**src/rtl/pixel_stream_packer.sv**
```systemverilog
// Packs 24-bit RGB pixels into 32-bit AXI4-Stream words per line (zero-padded tail), tuser=SOF, tlast=EOL.
// Latency: word visible 2 cycles after the completing pixel; in_ready drops while >=4 bytes queued or a line flush is pending.
module pixel_stream_packer #(
  parameter int DIM_W = 13
) (
  input  logic             aclk,
  input  logic             aresetn,
  input  logic [DIM_W-1:0] image_width,
  input  logic [DIM_W-1:0] image_height,
  input  logic [7:0]       in_r,
  input  logic [7:0]       in_g,
  input  logic [7:0]       in_b,
  input  logic             in_valid,
  output logic             in_ready,
  output logic [31:0]      m_axis_tdata,
  output logic             m_axis_tvalid,
  input  logic             m_axis_tready,
  output logic             m_axis_tuser,
  output logic             m_axis_tlast,
  output logic             frame_done
);

  logic [47:0]      r_q;
  logic [2:0]       r_cnt;
  logic [DIM_W-1:0] r_x;
  logic [DIM_W-1:0] r_y;
  logic [DIM_W-1:0] r_w;
  logic [DIM_W-1:0] r_h;
  logic             r_flush;
  logic             r_fend_pend;
  logic             r_sof;
  logic [31:0]      r_tdata;
  logic             r_tvalid;
  logic             r_tuser;
  logic             r_tlast;
  logic             r_tfend;
  logic             r_frame_done;

  logic             w_origin;
  logic [DIM_W-1:0] w_w;
  logic [DIM_W-1:0] w_h;
  logic             w_dims_ok;
  logic             w_accept;
  logic             w_eol;
  logic             w_eof;
  logic             w_out_free;
  logic             w_move;
  logic             w_last;
  logic [47:0]      w_pix;

  // At the first pixel of a frame the live dimensions apply; afterwards the latched copy.
  assign w_origin  = (r_x == '0) && (r_y == '0);
  assign w_w       = w_origin ? image_width  : r_w;
  assign w_h       = w_origin ? image_height : r_h;
  assign w_dims_ok = (w_w != '0) && (w_h != '0);

  assign in_ready   = aresetn && (r_cnt <= 3'd3) && !r_flush && w_dims_ok;
  assign w_accept   = in_valid && in_ready;
  assign w_eol      = (r_x == w_w - DIM_W'(1));
  assign w_eof      = (r_y == w_h - DIM_W'(1));
  assign w_out_free = !r_tvalid || m_axis_tready;
  assign w_move     = w_out_free && ((r_cnt >= 3'd4) || (r_flush && (r_cnt != 3'd0)));
  assign w_last     = r_flush && (r_cnt <= 3'd4);
  assign w_pix      = {24'd0, in_b, in_g, in_r} << {r_cnt, 3'b000};

  always_ff @(posedge aclk or negedge aresetn) begin
    if (!aresetn) begin
      r_q          <= '0;
      r_cnt        <= '0;
      r_x          <= '0;
      r_y          <= '0;
      r_w          <= '0;
      r_h          <= '0;
      r_flush      <= 1'b0;
      r_fend_pend  <= 1'b0;
      r_sof        <= 1'b1;
      r_tdata      <= '0;
      r_tvalid     <= 1'b0;
      r_tuser      <= 1'b0;
      r_tlast      <= 1'b0;
      r_tfend      <= 1'b0;
      r_frame_done <= 1'b0;
    end else begin
      r_frame_done <= r_tvalid && m_axis_tready && r_tlast && r_tfend;

      // Accept and move are mutually exclusive: accept needs <=3 bytes and no flush.
      if (w_accept) begin
        r_q   <= r_q | w_pix;
        r_cnt <= r_cnt + 3'd3;
        if (w_origin) begin
          r_w <= image_width;
          r_h <= image_height;
        end
        if (w_eol) begin
          r_x         <= '0;
          r_flush     <= 1'b1;
          r_fend_pend <= w_eof;
          r_y         <= w_eof ? '0 : r_y + DIM_W'(1);
        end else begin
          r_x <= r_x + DIM_W'(1);
        end
      end else if (w_move) begin
        r_q   <= {32'd0, r_q[47:32]};
        r_cnt <= (r_cnt >= 3'd4) ? r_cnt - 3'd4 : 3'd0;
        if (w_last) begin
          r_flush     <= 1'b0;
          r_fend_pend <= 1'b0;
        end
      end

      if (w_move) begin
        r_tdata  <= r_q[31:0];
        r_tvalid <= 1'b1;
        r_tuser  <= r_sof;
        r_tlast  <= w_last;
        r_tfend  <= w_last && r_fend_pend;
        r_sof    <= w_last && r_fend_pend;
      end else if (m_axis_tready) begin
        r_tvalid <= 1'b0;
      end
    end
  end

  assign m_axis_tdata  = r_tdata;
  assign m_axis_tvalid = r_tvalid;
  assign m_axis_tuser  = r_tuser;
  assign m_axis_tlast  = r_tlast;
  assign frame_done    = r_frame_done;

endmodule

```
**config.mk**
```make
export PLATFORM = sky130hd
export DESIGN_NAME = pixel_stream_packer
export DESIGN_NICKNAME = d
export VERILOG_FILES = /design/src/rtl/pixel_stream_packer.sv
export SDC_FILE = /design/constraint.sdc
export NUM_CORES = 1
export LEC_CHECK = 0
export BUFFER_PORTS_ARGS = -buffer_cell sky130_fd_sc_hd__buf_4
export CORE_MARGIN = 2
export CORE_UTILIZATION = 40
export CTS_CLUSTER_DIAMETER = 100
export DETAILED_ROUTE_END_ITERATION = 7
export SYNTH_ARGS = -nofsm -noshare
export SYNTH_HDL_FRONTEND = slang
export SYNTH_SLANG_ARGS = --single-unit
export TNS_END_PERCENT = 10
```
**constraint.sdc**
```tcl
create_clock -name aclk -period 7.9 [get_ports aclk]
set_input_delay 1.58 -clock aclk [delete_from_list [all_inputs] [get_ports aclk]]
set_output_delay 1.58 -clock aclk [all_outputs]
set_load 0.01 [all_outputs]
```
---- After elaboration in Yosys (flattened, before gate mapping) ----
Cells that the tools add are included.
storage, ports and cells
  output and inout port bits .............. 37
  register bits after elaboration ......... 143
  bits of input ports ..................... 54
  word-level logic and storage cells ...... 73
cells by class
  bitwise logic cells ..................... 1
  magnitude comparators ................... 3
  reduce and logical (&&, ||, !) cells .... 27
  equality and inequality tests ........... 3
  multiplexer cells ....................... 17
  $add $sub $neg .......................... 6
  shift operators ......................... 1
operators by type and width
  kind                                                                   number
  48-bit two-way mux                                                     2
  13-bit two-way mux                                                     4
  48-bit bitwise OR                                                      1
  24-bit by 6-bit left shift with 48-bit output                          1
  13-bit by 1-bit adder with 13-bit output, second input constant        2
  13-bit equality test                                                   2
  13-bit zero test                                                       2
  13-bit nonzero test                                                    2
  13-bit by 1-bit subtractor with 13-bit output, second input constant   2
  1-bit logical AND                                                      13
  3-bit two-way mux                                                      3
  1-bit two-way mux                                                      8
  2-bit nonzero test                                                     3
  3-bit by 2-bit adder with 3-bit output, second input constant          1
  3-bit >= comparator, second input constant                             1
  3-bit by 2-bit <= comparator with 1-bit output, second input constant  1
  3-bit <= comparator, second input constant                             1
  3-bit AND reduction                                                    1
  3-bit nonzero test                                                     1
  3-bit subtractor, second input constant                                1
  1-bit zero test                                                        2
  1-bit logical OR                                                       2
  2-bit by 1-bit != test with 1-bit output, second input constant        1
  2-bit AND reduction                                                    1

---- Longest topological paths before layout ----
Gate-level depths: netlist of the first run.
  word-level depth ........................ 9
  depth in mapped cells ................... 21
  depth with buffers taken out ............ 16

---- Worst setup path after synthesis of the first run ----
OpenSTA, ideal clock, no wires.
  path kind ............................... input-to-output
  from .................................... in image_width[0]
  to ...................................... out in_ready
  buffers on the path ..................... 0
  required time ........................... 6.320 ns
  slack ................................... 3.301 ns
  stages .................................. 7
  data arrival time ....................... 3.019 ns
  cells stage by stage .................... mux2i_1 -> ha_1 -> nor3b_1 -> nand4b_1 -> o2bb2ai_1 -> mux2i_1 -> and2_1
on the way
  cells in the longest elaborated chain, start to end .. 4
RTL lines
  item                 RTL line  source
  start: declaration   8         input logic [DIM_W-1:0] image_width,
  13-bit two-way mux   --
  13-bit nonzero test  55        assign w_dims_ok = (w_w != '0) && (w_h != '0);
  1-bit logical AND    55
  1-bit logical AND    57        assign in_ready = aresetn && (r_cnt <= 3'd3) && !r_flush && w_dims_ok;
  end: declaration     14        output logic in_ready,
No other way between the ends.

---- Final worst setup path of the first run ----
  from .................................... reg r_y[0]
  to ...................................... out in_ready
on the way
  cells in the longest elaborated chain, start to end .. 6
  elaborated cells on any way between the ends .. 8
  classes of those cells .................. 2 x mux; 6 x reduce/logical
RTL lines
  item                      RTL line  source
  start: declaration        26        logic [DIM_W-1:0] r_y;
  start signal: assignment  98        r_y <= w_eof ? '0 : r_y + DIM_W'(1);
  13-bit zero test (*)      52        assign w_origin = (r_x == '0) && (r_y == '0);
  1-bit logical AND (*)     52
  13-bit two-way mux        --
  13-bit nonzero test       55
  1-bit logical AND (*)     55
  1-bit logical AND (*)     57
Mark *: on every way between the ends. The rest lies on a longest branch, timed or not.

==> out/qor.yml, run 1 <==
status: "finished, final reports clean"
critPathMaxStageDelay_ns: 0.94
h-tree-depth: 4
yosysSeqAreaShare: 0.423
worstPathCellList: "inv_1, ha_1, nor4b_1, and4_1, nand2_8, mux2i_1, ha_1, nor3b_1, nand4b_1, o2bb2ai_1, mux2i_1, and2_1, buf_4"
finalCriticalPeriod_ns: 6.46
drt_iter0_drc: 556
clk_pin_slew_ns: 0.08
core_area_sq_um: 20900
cp-start-kind: "flip-flop"
path_class: "flip-flop to output pin"
power.leakage_nw: 4.62
final_cell_count_no_fill: 1283
async_flop_share: 1.00
synth_seq_cells: 143
critical_path.slowest_cell: "and4_1"
antenna_found_initial: 0
grt_start_max_net_pins: 66
hold_slack_ns: 0.466
hold_viol: 0
cts_made_buffers: 17
max_freq_ghz: 0.155
drt-wirelength-per-cell_um: 17.7
setup_viol: 0
path_max_fanout: 23
track_usage: 0.208
register_area_sq_um: 3580
root_buffer: "clkbuf_16"
yosys.area.top_type_share: 0.420
tightest_slew_ns: 1.00
clockBufferDepth: 2
cts_setup_buffers: 0
syn-cell-area_sq_um: 8470
fin_crit_sh: 0.818
synth_area_leader_cell: "dfrtp_1"
num_vias: 7262
crit_required_ns: 6.32
tns_ns: 0
clock_latency_ns: 0.44
clock-skew-final_ns: 0.0128
met3WireLength_um: 971
rsz0062_at_grt: "no"
layout-drive-gt1-share: 0.177
crit_buf_inv: 2
cts-hold-fix-buffers: 0
die_y_um: 150
ys_types: 80
cts_resized: 0
post-place-ws_ns: 2.06
drt-total-wl_mm: 22.7
n_fill_cell: 2037
cts_tree: "done"
numClockSinks: 143
syn_nets: 1006
fp.dieArea_sq_um: 22400
avgSynthCellArea_sq_um: 9.00
synth-edff-count: 0
gr-total-overflow: 0
n_antenna_cell: 0
area_delta_synth_final_pct: 16.2
drcViolationCount: 0
yosysMostFrequentCell: "nand2_1"
dr.max_layer_used: "met4"
finalNetCount: 1060
wl_met1_mm: 11.2
grt_pass1_vias: 6919
slew_headroom: 0.332
grt_pass1_wl_mm: 37.0
rows: 53
synthFlopType: "dfrtp_1"
hold_class: "flip-flop to flip-flop"
end_kind: "output pin"
ys_warn_count: 0
fin_ws_ns: 1.44
viasPerCell: 5.66
start_util: 0.405
dr.pass1.iters: 5
die_w_um: 150
place_inst: 1251
antenna_left: 0
ios: 91
cap_violations: 0
ir_drop_mv: 0.141
port_buffers: 90
finalPower_mw: 1.62
crit_arrival_ns: 4.88
ys_top_cells_by_area: "dfrtp_1 (42%), nand2_1 (7.7%), mux2_2 (4.1%)"
synthTopCellsByCount: "nand2_1 (174), dfrtp_1 (142), o21ai_0 (63)"
power.density_nw_per_um2: 165
cp_top_family: "simple AND/OR/NAND/NOR gates"
maxSlewViolCount: 0
wl_met2_mm: 10.3
dp.final_hpwl_mm: 16.0
place_congestion: 0.898
multiInputGateArea_sq_um: 4500
synthCells: 941
sequential cells by signal, summed over array words and instances (netlist names), 3 cells and up:
name          cells
r_y              13
r_x              13
r_h              13
m_axis_tdata     32
r_cnt             3
r_w              13
r_q              48
kinds of logic after synthesis:
group | count (synthesis) | synth area share
DFF | 143 | 0.423
buffers and inverters | 80 | 0.0477
xor gates and xnor gates | 35 | 0.0362
and+or+nand+nor | 390 | 0.230
muxes | 50 | 0.0637
AOI/OAI and AO/OA | 232 | 0.184
adders and majority gates | 11 | 0.0163
power breakdown:
group,total (mW),internal [mW],switching (mW)
Sequential,0.732,0.732,0.0000000000000000168
Clock,0.826,0.431,0.395
Combinational,0.0665,0.0267,0.0398
Total,1.62,1.19,0.435
layer usage:
| layer | GRT usage | up-vias |
|---|---|---|
| li1 | - | 3509 |
| met1 | 0.304 | 3533 |
| met2 | 0.315 | 191 |
| met3 | 0.0390 | 29 |
| met4 | 0.0595 | 0 |
| met5 | 0 | - |
area by class of cell:
cell class              count  share of cell area
clock inverters            15              0.0194
repair buffers             99              0.0759
clock buffers              17              0.0432
flip-flops and latches    143               0.364
inverters                  16             0.00610
multi-input cells         718               0.457
well taps                 275              0.0350
per-stage QoR:
step	area [sq um]	util
2_1_floorplan	8470	-
5_1_grt	9840	0.471
6_report	9840	0.471
3_5_place_dp	9230	0.442
4_1_cts	9840	0.471
3_3_place_gp	9230	0.442
worst min-delay path: stages (launching register included):
cell,delay (ns)
dfrtp_1,0.35
nand2_1,0.06
nand2_1,0.05
worst paths after layout:
kind                                                to  slack [ns]          startpoint  cells after the start
min reg2reg                m_axis_tdata[6]$_DFFE_PN0P_        0.47  r_q[6]$_DFFE_PN0P_                      2
max reg2reg                         r_h[2]$_DFFE_PN0P_        1.95  r_y[0]$_DFFE_PN0P_                     15
max in group asynchronous          r_q[24]$_DFFE_PN0P_        5.10             aresetn                      3
max                                           in_ready        1.44  r_y[0]$_DFFE_PN0P_                     13
min                        m_axis_tdata[6]$_DFFE_PN0P_        0.47  r_q[6]$_DFFE_PN0P_                      2
min in group asynchronous           r_w[7]$_DFFE_PN0P_        0.98             aresetn                      1
cells in the final DEF (no fill, tap or decap), drive strengths merged, types with 17 or more instances in the layout:
| master | netlist | layout |
|---|---|---|
| a21oi | 30 | 30 |
| a22o | 18 | 18 |
| a22oi | 18 | 18 |
| and3 | 19 | 19 |
| buf | 32 | 99 |
| clkbuf | 32 | 17 |
| dfrtp | 142 | 142 |
| inv | 16 | 22 |
| mux2 | 31 | 31 |
| mux2i | 19 | 19 |
| nand2 | 175 | 175 |
| nand2b | 17 | 17 |
| nand3 | 24 | 24 |
| nor2 | 58 | 58 |
| nor3 | 19 | 19 |
| o211ai | 21 | 21 |
| o21ai | 76 | 76 |
| xnor2 | 22 | 22 |
(Power assumes the default switching activity.)
==> inputs of run 2 (changes only) <==
Clock period 7.9 ns to 6.5 ns, I/O delays scaled along.
==> out/qor.yml, run 2 (synthesized netlist as in run 1, its figures left out) <==
cts_tree: "done"
tns_ns: 0  # unchanged
regMostFlops: "r_q"
layout-drive-gt1-share: 0.179  # +0.00244
met3_usage: 0.0317  # -0.00732
num_vias: 7265  # +0.041%
finalNetCount: 1063  # +0.28%
path_class: "flip-flop to output pin"
finalPower_mw: 2.01  # +24%
grt_busiest_layer: "met2"
crit_required_ns: 5.20  # -1.12 ns
ios: 91  # unchanged
power_switching_share: 0.249  # -0.0184
n_antenna_cell: 0  # unchanged
post-place-ws_ns: 1.25  # -0.813 ns
power.internal_mw: 1.51  # +27%
clock-skew-final_ns: 0.00986  # -0.00293 ns
mostFrequentLayoutCells: "nand2_1 (174), dfrtp_1 (142), buf_4 (101)"
antenna_found_initial: 0  # unchanged
maxSlewViolCount: 0  # unchanged
root_buffer: "clkbuf_16"
gr-total-overflow: 0  # unchanged
cts_made_buffers: 17  # unchanged
finalCriticalPeriod_ns: 5.75
start_util: 0.405  # unchanged
power.density_nw_per_um2: 204  # +24%
crit_buf_inv: 2  # unchanged
final_common_cell: "nand2_1"
cts-hold-fix-buffers: 0  # unchanged
worstPathCellList: "inv_1, ha_1, nor4b_1, and4_1, nand2_8, mux2i_1, ha_1, nor3b_1, nand4b_1, o2bb2ai_1, mux2i_1, and2_1, buf_4"
hold_class: "flip-flop to flip-flop"
cp-start-kind: "flip-flop"
rsz0062_at_grt: "no"
comb_power_share: 0.040  # about the same
core_area_sq_um: 20900  # unchanged
hold_viol: 0  # unchanged
drt_iter0_drc: 801  # +44%
drt-wirelength-per-cell_um: 18.0  # +1.4%
ir_drop_mv: 0.167  # +18%
grt_start_max_net_pins: 65  # -1.5%
numClockSinks: 143  # unchanged
clock_latency_ns: 0.43  # about the same
dp.final_hpwl_mm: 16.1  # +0.66%
final_cell_count_no_fill: 1286  # +0.23%
clk_pin_slew_ns: 0.07  # about the same
die_y_um: 150  # unchanged
place_inst: 1254  # +0.24%
critical_path.slowest_cell: "and4_1"
grt_pass1_wl_mm: 37.8  # +2.3%
postPlaceCellArea_sq_um: 9250  # +0.24%
drt-total-wl_mm: 23.1  # +1.6%
use_met2: 0.322  # +0.00780
antenna_left: 0  # unchanged
rows: 53  # unchanged
max_freq_ghz: 0.174
tightest_slew_ns: 0.974  # -0.0255 ns
p_clk_frac: 0.518  # +0.009
clockBufferDepth: 2  # unchanged
cap_violations: 0  # unchanged
viasPerCell: 5.65  # -0.19%
post-route-cell-area_sq_um: 9860  # +0.22%
cts_setup_buffers: 0  # unchanged
status: "finished, final reports clean"
crit_arrival_ns: 4.45  # -0.43 ns
h-tree-depth: 4  # unchanged
place_congestion: 0.879  # -2.1%
grt_util_met1: 0.312  # +0.00798
drcViolationCount: 0  # unchanged
cts_resized: 0  # unchanged
fin_ws_ns: 0.745  # -0.695 ns
dr.pass1.iters: 5  # unchanged
final_core_util: 0.472  # +0.00102
grt_pass1_vias: 7077  # +2.3%
power.leakage_nw: 4.64  # +0.43%
critPathMaxStageDelay_ns: 0.66  # -0.28 ns
fp.dieArea_sq_um: 22400  # unchanged
fin_crit_sh: 0.885
hold_slack_ns: 0.462  # -0.00413 ns
path_max_fanout: 16  # -30%
slew_headroom: 0.351  # +0.0186
end_kind: "output pin"
power.switching_mw: 0.502  # +15%
largest_reg_flops: 48  # unchanged
p_seq_frac: 0.442  # -0.008
cp_top_family: "simple AND/OR/NAND/NOR gates"
setup_viol: 0  # unchanged
port_buffers: 90  # unchanged
die_w_um: 150  # unchanged
track_usage: 0.212  # +0.00422
area_delta_synth_final_pct: 16.5
[run 2: final cells by class]
| type | instances | area (sq um) |
|---|---|---|
| clock buffer | 17 | 425 |
| sequential | 143 | 3580 |
| fill | 2048 | 11000 |
| clock inverter | 15 | 190 |
| timing repair buffer | 102 | 769 |
| multi-input combinational | 718 | 4500 |
| tap | 275 | 344 |
| inverter | 16 | 60.1 |
[run 2: worst paths after layout]
path                                         start                      endpoint  slack (ns)  cells past startpoint
min in group asynchronous                  aresetn           r_w[12]$_DFFE_PN0P_        0.73                      1
worst min register to register  r_q[3]$_DFFE_PN0P_   m_axis_tdata[3]$_DFFE_PN0P_        0.46                      2
worst max register to register  r_x[0]$_DFFE_PN0P_            r_y[5]$_DFFE_PN0P_        1.28                     16
worst min-delay path            r_q[3]$_DFFE_PN0P_   m_axis_tdata[3]$_DFFE_PN0P_        0.46                      2
worst max-delay path            r_x[0]$_DFFE_PN0P_                      in_ready        0.75                     13
max in group asynchronous                  aresetn  m_axis_tdata[24]$_DFFE_PN0P_        3.98                      3
[run 2: power groups by stage]
stage                     Combinational [mW]  Clock [mW]  Sequential (mW)
after floorplan                       0.0169           0            0.907
after global placement                0.0819           0            0.906
after detailed placement              0.0812           0            0.906
after CTS                             0.0816        1.06            0.889
after global routing                  0.0891        1.10            0.889
final                                 0.0804        1.04            0.889
[run 2: routing by layer]
layer | routed length [um] | vias up | share of wire
li1 | - | 3511 | -
met1 | 11200 | 3520 | 0.49
met2 | 10500 | 206 | 0.45
met3 | 1030 | 28 | 0.045
met4 | 365 | 0 | 0.016
met5 | 0 | - | 0
[run 2: worst reg2reg max path, stage by stage, from the launching register on]
cell and delay, ns:
dfrtp_1 0.45, inv_1 0.13, ha_1 0.16, nor4b_1 0.31, and4_1 0.67, nand2_8 0.22
mux2i_1 0.27, ha_1 0.25, or3b_1 0.49, or4_1 0.53, o21ai_0 0.19, a32oi_1 0.12
nor4_1 0.21, nand4_1 0.17, nor2_2 0.62, o2111ai_1 0.23, o211ai_1 0.12
==> inputs of run 3 (changes only) <==
Settings changed: CORE_UTILIZATION 40 to 59, PLACE_DENSITY set to 0.8.
==> out/qor.yml, run 3 (synthesized netlist as in run 1, its figures left out) <==
cp-start-kind: "flip-flop"
gr-total-overflow: 0  # unchanged
h-tree-depth: 4  # unchanged
clockBufferDepth: 2  # unchanged
cap_violations: 0  # unchanged
r2r_cells: 16  # unchanged
comb_power_share: 0.040  # about the same
finalNetCount: 1062  # -0.094%
maxSlewViolCount: 0  # unchanged
cts-hold-fix-buffers: 0  # unchanged
tightest_slew_ns: 1.07  # +0.0999 ns
antenna_found_initial: 0  # unchanged
p_seq_frac: 0.453  # +0.011
post-place-ws_ns: 1.16  # -0.0881 ns
setup_viol: 0  # unchanged
mostFrequentLayoutCells: "nand2_1 (174), dfrtp_1 (142), buf_4 (100)"
cts_setup_buffers: 0  # unchanged
n_antenna_cell: 0  # unchanged
power.switching_mw: 0.465  # -7.3%
drcViolationCount: 0  # unchanged
final_common_cell: "nand2_1"
grt_pass1_vias: 7101  # +0.34%
start_util: 0.608  # +0.202
fin_ws_ns: 0.706  # -0.0388 ns
crit_arrival_ns: 4.49  # +0.04 ns
power.density_nw_per_um2: 202  # -0.92%
max_freq_ghz: 0.173  # -0.67%
n_fill_cell: 1117  # -45%
power.leakage_nw: 4.61  # -0.61%
dr.pass1.iters: 6  # +1
ir_drop_mv: 0.194  # +17%
place_congestion: 0.946  # +7.6%
power_switching_share: 0.237  # -0.0124
grt_pass1_wl_mm: 36.2  # -4.3%
slew_headroom: 0.281  # -0.0697
core_area_sq_um: 13900  # -33%
status: "finished, final reports clean"
reg2reg_to: "r_h[11]$_DFFE_PN0P_"
antenna_left: 0  # unchanged
power.internal_mw: 1.50  # -0.77%
root_buffer: "clkbuf_16"
die_w_um: 124  # -17%
end_kind: "output pin"
r2r_slack_ns: 1.21  # -0.07 ns
path_max_fanout: 16  # unchanged
largest_reg_flops: 48  # unchanged
path_class: "flip-flop to output pin"
tns_ns: 0  # unchanged
fp.dieArea_sq_um: 15300  # -31%
regMostFlops: "r_q"
layout-drive-gt1-share: 0.178  # -0.000813
dp.final_hpwl_mm: 15.2  # -5.5%
drt-wirelength-per-cell_um: 18.6  # +3.6%
clock_latency_ns: 0.43  # about the same
cts_resized: 0  # unchanged
rows: 43  # -19%
drt-total-wl_mm: 22.2  # -4.1%
finalCriticalPeriod_ns: 5.79  # +0.0388 ns
r2r-start: "r_y[0]$_DFFE_PN0P_"
cts_made_buffers: 17  # unchanged
track_usage: 0.302  # +0.0893
hold_class: "flip-flop to flip-flop"
num_vias: 7463  # +2.7%
grt_start_max_net_pins: 58  # -11%
viasPerCell: 6.27  # +11%
ios: 91  # unchanged
cts_tree: "done"
cp-endpoint: "in_ready"
hold_slack_ns: 0.472  # +0.0102 ns
drt_iter0_drc: 936  # +17%
die_y_um: 124  # -17%
register_area_sq_um: 3580  # unchanged
multiInputGateArea_sq_um: 4500  # unchanged
hold_viol: 0  # unchanged
port_buffers: 90  # unchanged
p_clk_frac: 0.507  # -0.011
rsz0062_at_grt: "no"
fin_crit_sh: 0.891  # +0.00597
area_delta_synth_final_pct: 14.7
clk_pin_slew_ns: 0.07  # about the same
crit_required_ns: 5.20  # about the same
startpoint: "r_y[0]$_DFFE_PN0P_"
numClockSinks: 143  # unchanged
final_core_util: 0.697  # +0.225
clock-skew-final_ns: 0.0106  # +0.000777 ns
run 3: cell count changes in the layout (fill, tap and decap cells not counted), sizes merged:
cell	change
clkinvlp	+4
clkinv	-2
inv	-2
buf	-1
run 3: power by group through the flow:
stage	clock (mW)	sequential (mW)	combinational [mW]
after floorplan	0	0.907	0.0169
after CTS	0.998	0.890	0.0784
after global placement	0	0.906	0.0781
after detailed placement	0	0.906	0.0783
after global routing	1.04	0.889	0.0863
final	0.996	0.890	0.0780
run 3: how the worst min path moves through the flow:
stage          cells after the start  slack (ns)                           end           startpoint
6_report                           2        0.47   m_axis_tdata[2]$_DFFE_PN0P_   r_q[2]$_DFFE_PN0P_
5_1_grt                            2        0.50  m_axis_tdata[17]$_DFFE_PN0P_  r_q[17]$_DFFE_PN0P_
4_1_cts                            2        0.48   m_axis_tdata[2]$_DFFE_PN0P_   r_q[2]$_DFFE_PN0P_
3_5_place_dp                       2        0.46   m_axis_tdata[1]$_DFFE_PN0P_   r_q[1]$_DFFE_PN0P_
3_3_place_gp                       2        0.45  m_axis_tdata[20]$_DFFE_PN0P_  r_q[20]$_DFFE_PN0P_
2_1_floorplan                      2        0.44  m_axis_tdata[16]$_DFFE_PN0P_  r_q[16]$_DFFE_PN0P_
run 3: worst max-delay path, cell delays in order (launching register included):
cell and delay [ns]:
dfrtp_1 0.42, inv_1 0.12, ha_1 0.15, nor4b_1 0.40, and4_1 0.62, nand2_8 0.20
mux2i_1 0.24, ha_1 0.25, nor3b_1 0.63, nand4b_1 0.27, o2bb2ai_1 0.20, mux2i_1 0.18
and2_1 0.23, buf_4 0.14
run 3: area by class of cell:
| cell class | instances | share of cell area |
|---|---|---|
| clock buffers | 17 | 0.0438 |
| well taps | 180 | 0.0232 |
| flip-flops and latches | 143 | 0.368 |
| inverters | 16 | 0.00618 |
| clock inverters | 15 | 0.0175 |
| multi-input cells | 718 | 0.463 |
| repair buffers | 101 | 0.0784 |
run 3: per-layer routing:
layer / global-route usage / vias to the layer above / wire (um)
li1: - / 3503 / -
met1: 0.440 / 3599 / 10000
met2: 0.462 / 309 / 10200
met3: 0.0467 / 52 / 1490
met4: 0.101 / 0 / 500
met5: 0 / - / 0
run 3: through the flow:
| step | power, mW | cell area (sq um) | cells |
|---|---|---|---|
| 2_1_floorplan | 0.924 | 8470 | 941 |
| 3_5_place_dp | 0.985 | 9120 | 1158 |
| 6_report | 1.96 | 9720 | 1190 |
| 4_1_cts | 1.97 | 9720 | 1190 |
| 5_1_grt | 2.01 | 9720 | 1190 |
| 3_3_place_gp | 0.985 | 9120 | 1158 |
